==> config.mk <==
export PLATFORM = sky130hd
export DESIGN_NAME = mlp_axis_injector
export DESIGN_NICKNAME = d
export VERILOG_FILES = /design/src/rtl/mlp_noc_pkg.sv /design/src/rtl/axis_out_reg.sv /design/src/rtl/mlp_axis_injector.sv
export SDC_FILE = /design/constraint.sdc
export NUM_CORES = 1
export LEC_CHECK = 0
export ABC_AREA = 1
export ABC_CLOCK_PERIOD_IN_PS = 3800
export BUFFER_PORTS_ARGS = -buffer_cell sky130_fd_sc_hd__buf_4
export CAP_MARGIN = 5
export CORE_UTILIZATION = 45
export CTS_CLUSTER_SIZE = 28
export DETAILED_ROUTE_END_ITERATION = 8
export PLACE_DENSITY = 0.86
export SYNTH_ARGS = -nofsm -noshare
export SYNTH_HDL_FRONTEND = slang
export SYNTH_SLANG_ARGS = --single-unit
==> constraint.sdc <==
create_clock -name clk -period 3.8 [get_ports clk]
set_input_delay 0.76 -clock clk [delete_from_list [all_inputs] [get_ports clk]]
set_output_delay 0.76 -clock clk [all_outputs]
set_load 0.02 [all_outputs]
==> src/rtl/mlp_noc_pkg.sv <==
// Shared NoC definitions: operation codes, TUSER field layout and injector FSM states.
package mlp_noc_pkg;

  typedef enum logic [1:0] {
    OP_WEIGHT = 2'd0,
    OP_INPUT  = 2'd1,
    OP_INST   = 2'd2,
    OP_RESULT = 2'd3
  } axis_op_e;

  localparam int OP_LSB     = 0;
  localparam int OP_W       = 2;
  localparam int RFADDR_LSB = 2;
  localparam int UOP_W      = 11;

  typedef enum logic [1:0] {
    ST_IDLE  = 2'd0,
    ST_SEND  = 2'd1,
    ST_DRAIN = 2'd2
  } inj_state_e;

endpackage

==> src/rtl/axis_out_reg.sv <==
// Single-stage valid/ready register slice; holds its payload while the sink stalls.
module axis_out_reg #(
  parameter int W = 8
) (
  input  logic         clk,
  input  logic         rst,
  input  logic         in_valid,
  output logic         in_ready,
  input  logic [W-1:0] in_data,
  output logic         out_valid,
  input  logic         out_ready,
  output logic [W-1:0] out_data
);

  assign in_ready = ~out_valid | out_ready;

  always_ff @(posedge clk or posedge rst) begin
    if (rst) begin
      out_valid <= 1'b0;
      out_data  <= '0;
    end else if (in_ready) begin
      out_valid <= in_valid;
      if (in_valid) out_data <= in_data;
    end
  end

endmodule

==> src/rtl/mlp_axis_injector.sv <==
// Builds AXI-Stream packets for the MVM NoC from host commands and a raw payload stream.
module mlp_axis_injector
  import mlp_noc_pkg::*;
#(
  parameter int DATAW   = 32,
  parameter int USERW   = 75,
  parameter int DESTW   = 12,
  parameter int IDW     = 4,
  parameter int RFADDRW = 9,
  parameter int LENW    = 8
) (
  input  logic               clk,
  input  logic               rst,
  input  logic               cmd_valid,
  output logic               cmd_ready,
  input  logic [DESTW-1:0]   cmd_dest,
  input  logic [IDW-1:0]     cmd_id,
  input  logic [1:0]         cmd_op,
  input  logic [RFADDRW-1:0] cmd_rfaddr,
  input  logic [LENW-1:0]    cmd_len,
  input  logic               s_data_valid,
  output logic               s_data_ready,
  input  logic [DATAW-1:0]   s_data,
  output logic               axis_tx_tvalid,
  input  logic               axis_tx_tready,
  output logic [DATAW-1:0]   axis_tx_tdata,
  output logic               axis_tx_tlast,
  output logic [IDW-1:0]     axis_tx_tid,
  output logic [USERW-1:0]   axis_tx_tuser,
  output logic [DESTW-1:0]   axis_tx_tdest,
  output logic               done,
  output logic [15:0]        pkt_count
);

  localparam int PAYW = DATAW + 1 + IDW + USERW + DESTW;

  inj_state_e         state;
  logic [DESTW-1:0]   dest_q;
  logic [IDW-1:0]     id_q;
  axis_op_e           op_q;
  logic [RFADDRW-1:0] rf_addr;
  logic [LENW-1:0]    beats_left;

  logic               cmd_fire;
  logic               in_valid;
  logic               in_ready;
  logic               data_fire;
  logic               last_fire;
  logic [USERW-1:0]   beat_user;
  logic [PAYW-1:0]    in_pay;
  logic [PAYW-1:0]    out_pay;

  assign cmd_fire     = cmd_valid & cmd_ready;
  assign in_valid     = s_data_valid & (state == ST_SEND);
  assign s_data_ready = in_ready & (state == ST_SEND);
  assign data_fire    = in_valid & in_ready;
  assign last_fire    = (state == ST_DRAIN) & axis_tx_tvalid & axis_tx_tready & axis_tx_tlast;

  always_comb begin
    beat_user = '0;
    beat_user[OP_LSB +: OP_W]        = op_q;
    beat_user[RFADDR_LSB +: RFADDRW] = rf_addr;
  end

  assign in_pay = {s_data, (beats_left == LENW'(1)), id_q, beat_user, dest_q};

  // cmd_ready reopens one cycle after returning to IDLE, so a new command lands after done.
  always_ff @(posedge clk or posedge rst) begin
    if (rst) begin
      state      <= ST_IDLE;
      cmd_ready  <= 1'b0;
      done       <= 1'b0;
      pkt_count  <= '0;
      dest_q     <= '0;
      id_q       <= '0;
      op_q       <= OP_WEIGHT;
      rf_addr    <= '0;
      beats_left <= '0;
    end else begin
      done <= 1'b0;
      case (state)
        ST_IDLE: begin
          cmd_ready <= ~cmd_fire;
          if (cmd_fire) begin
            if (cmd_len == '0) begin
              done <= 1'b1;
            end else begin
              state      <= ST_SEND;
              dest_q     <= cmd_dest;
              id_q       <= cmd_id;
              op_q       <= axis_op_e'(cmd_op);
              rf_addr    <= cmd_rfaddr;
              beats_left <= cmd_len;
            end
          end
        end
        ST_SEND: begin
          cmd_ready <= 1'b0;
          if (data_fire) begin
            rf_addr    <= rf_addr + 1'b1;
            beats_left <= beats_left - 1'b1;
            if (beats_left == LENW'(1)) state <= ST_DRAIN;
          end
        end
        ST_DRAIN: begin
          cmd_ready <= 1'b0;
          if (last_fire) begin
            state     <= ST_IDLE;
            done      <= 1'b1;
            pkt_count <= pkt_count + 1'b1;
          end
        end
        default: begin
          state     <= ST_IDLE;
          cmd_ready <= 1'b0;
        end
      endcase
    end
  end

  axis_out_reg #(.W(PAYW)) u_out_reg (
    .clk      (clk),
    .rst      (rst),
    .in_valid (in_valid),
    .in_ready (in_ready),
    .in_data  (in_pay),
    .out_valid(axis_tx_tvalid),
    .out_ready(axis_tx_tready),
    .out_data (out_pay)
  );

  assign {axis_tx_tdata, axis_tx_tlast, axis_tx_tid, axis_tx_tuser, axis_tx_tdest} = out_pay;

endmodule

==> results.toml <==
[timing]
rsz0062_at_grt = "no"
setup-tns-final_ns = 0
clock_skew_ns = 0.0104
fmax_mhz = 436
drv_slew = 0
setup_violations = 0
period_share = 0.604
tightest_slew_ns = 0.650
fin_crit_ns = 2.30
hold_viol_final = 0
max-slew-margin-rel = 0.565

[setup_path]
crit_arrival_ns = 1.54
path_class = "flip-flop to output pin"
worstPathMaxFanout = 22
cp.required_ns = 3.04
worstPathCellList = "inv_1 > nand2_2 > a21oi_1 > buf_4"
rr_endpoint = "u_out_reg.out_data[10]"
slowest_stage = "dfrtp_1"
reg2reg_slack_ns = 1.53
startpoint_type = "flip-flop"
cpPeakStageDelay_ns = 0.39
reg2reg_from = "state[1]"
worst_r2r_path_depth = 8
crit_path_end_kind = "output pin"
critPathLaunch = "state[1]"

[global_routing]
grt_pass1_vias = 4612
antenna_found_initial = 0
grtUsageTotal = 0.217
grt_overflow = 0
grt_pass1_wl_um = 22300
grt_max_degree = 57

[floorplan]
core-area_sq_um = 12200
rows = 40
initial_core_util = 0.469
io_pins = 216
die_area_sq_um = 13200
die_w_um = 115
die_h_um = 115

[run]
maxCapViolCount = 0

[yosys]
syn_area_sq_um = 5730
syn_inst = 732
netlist_top_cells_area = "dfrtp_1 (51%), nand2_1 (22%), buf_4 (8.4%), nand3_1 (3.9%), nor2_1 (2.4%)"
yosysTopAreaCellShare = 0.506
synth-seq-cells = 116
avgSynthCellArea_sq_um = 7.83
ys_types = 27
seq_area_frac_synth = 0.506
yosys.area.top_type = "dfrtp_1"
synth-warning-count = 0

[cts]
insertion_delay_ns = 0.41
clkTransAtPathRegs_ns = 0.06
cts_hold_buf = 0
cts-buffers-inserted = 17
cts_root_buf = "clkbuf_16"
cts_tree = "done"
cts_setup_buffers = 0
clock_tree.buffer_depth = 2
ctsResizeCount = 0
h-tree-depth = 4
clkSinkCount = 116

[layout]
fin_cells = 1065
area_growth_syn_to_layout_pct = 28.8
layout_common_cells = "nand2_1 (342), buf_4 (155), dfrtp_1 (116)"
final_common_cell = "nand2_1"
fin_nets = 960
drive_gt1_frac = 0.220
antenna_cells = 0
final_area_sq_um = 7380

[routing]
drt-initial-drc-count = 398
antenna_left = 0
num_vias = 4966
drt-total-wl_um = 13800
viasPerCell = 4.66
post_drt_wl_per_cell_um = 13.0
dr.pass1.iters = 6
drc = 0

[power]
p_total_uw = 3050
p_leak_uw = 0.00421
cellPowerDensity_nw_per_um2 = 412
vdd_drop_max_v = 0.000284

[placement]
place_area_sq_um = 6780
placedCellCount = 1033
dp.final_hpwl_um = 9520
gp_congestion = 0.821
portBuffers = 151

[run_status]
status = "finished, final reports clean"

[hold_path]
hold_path_class = "input pin to async pin"
==> cell usage after synthesis <==
library cell,number
nand3b_1,1
conb_1,1
o21ai_0,26
buf_1,2
dfrtp_1,116
nand2_1,342
inv_4,2
nand2_4,1
nor2_1,36
o21bai_1,2
buf_4,64
o21ai_1,9
xor2_1,2
xnor2_1,6
buf_2,10
clkbuf_1,8
or2_2,2
inv_1,34
nand3_1,45
nand2_2,3
inv_2,2
ha_1,4
a21oi_1,1
clkinv_1,1
nand4_1,9
buf_6,2
nand3_4,1
==> per-layer routing <==
layer  track usage  up-vias  part of all wire
li1              -     2451                 -
met1         0.282     2319              0.44
met2         0.351      182              0.48
met3        0.0638       14             0.069
met4        0.0667        0             0.010
met5             0        -                 0
==> state kept, by name (all words and copies together), names as in the netlist <==
register / cells
dest_q: 12
u_out_reg.out_data: 60
op_q: 2
cmd_ready: 1
done: 1
beats_left: 8
rf_addr: 9
id_q: 4
state: 2
u_out_reg.out_valid: 1
pkt_count: 16
==> worst max-delay path, delay by kind of cell (launching register included) <==
family / cells / cell delay (ns)
AO/OA/AOI/OAI: 1 / 0.23
flip-flops: 1 / 0.39
AND/OR/NAND/NOR: 1 / 0.26
buffers and inverters: 2 / 0.25
==> how the worst max path moves through the flow <==
stage	end	slack, ns
floorplan	beats_left[0]	1.63
global placement	u_out_reg.out_data[104]	1.64
detailed placement	u_out_reg.out_data[111]	1.57
CTS	s_data_ready	1.46
global route	u_out_reg.out_data[111]	1.34
finish	s_data_ready	1.50
==> per-stage QoR <==
step                      worst slack [ns]  hold WS [ns]  utilization
after CTS                             1.46         0.458        0.605
after detailed placement              1.57         0.455        0.555
after global placement                1.64         0.448        0.555
after floorplan                       1.63         0.442            -
final                                 1.50         0.446        0.605
after global routing                  1.34         0.489        0.605
==> where the power goes <==
part,switching [uW],internal [uW],leakage [uW]
registers,0,1240,0.00155
logic,99.7,53.6,0.00235
clock network,549,1110,0.000300
total,649,2400,0.00421
==> cell type report <==
class / instances / area [sq um]
Clock buffer: 21 / 450
Clock inverter: 11 / 158
Fill cell: 1065 / 4830
Inverter: 39 / 155
Multi-Input combinational cell: 554 / 2320
Sequential cell: 116 / 2900
Tap cell: 168 / 210
Timing Repair Buffer: 156 / 1180
==> logic make-up after synthesis <==
kind of cell / after synthesis / share of synthesized area
flops: 116 / 0.506
simple gates: 440 / 0.308
other cells: 1 / 0.000654
buf+inv: 125 / 0.129
compound gates: 38 / 0.0341
xor+xnor: 8 / 0.0122
fa+ha+maj: 4 / 0.00873
(Power assumes the default switching activity.)
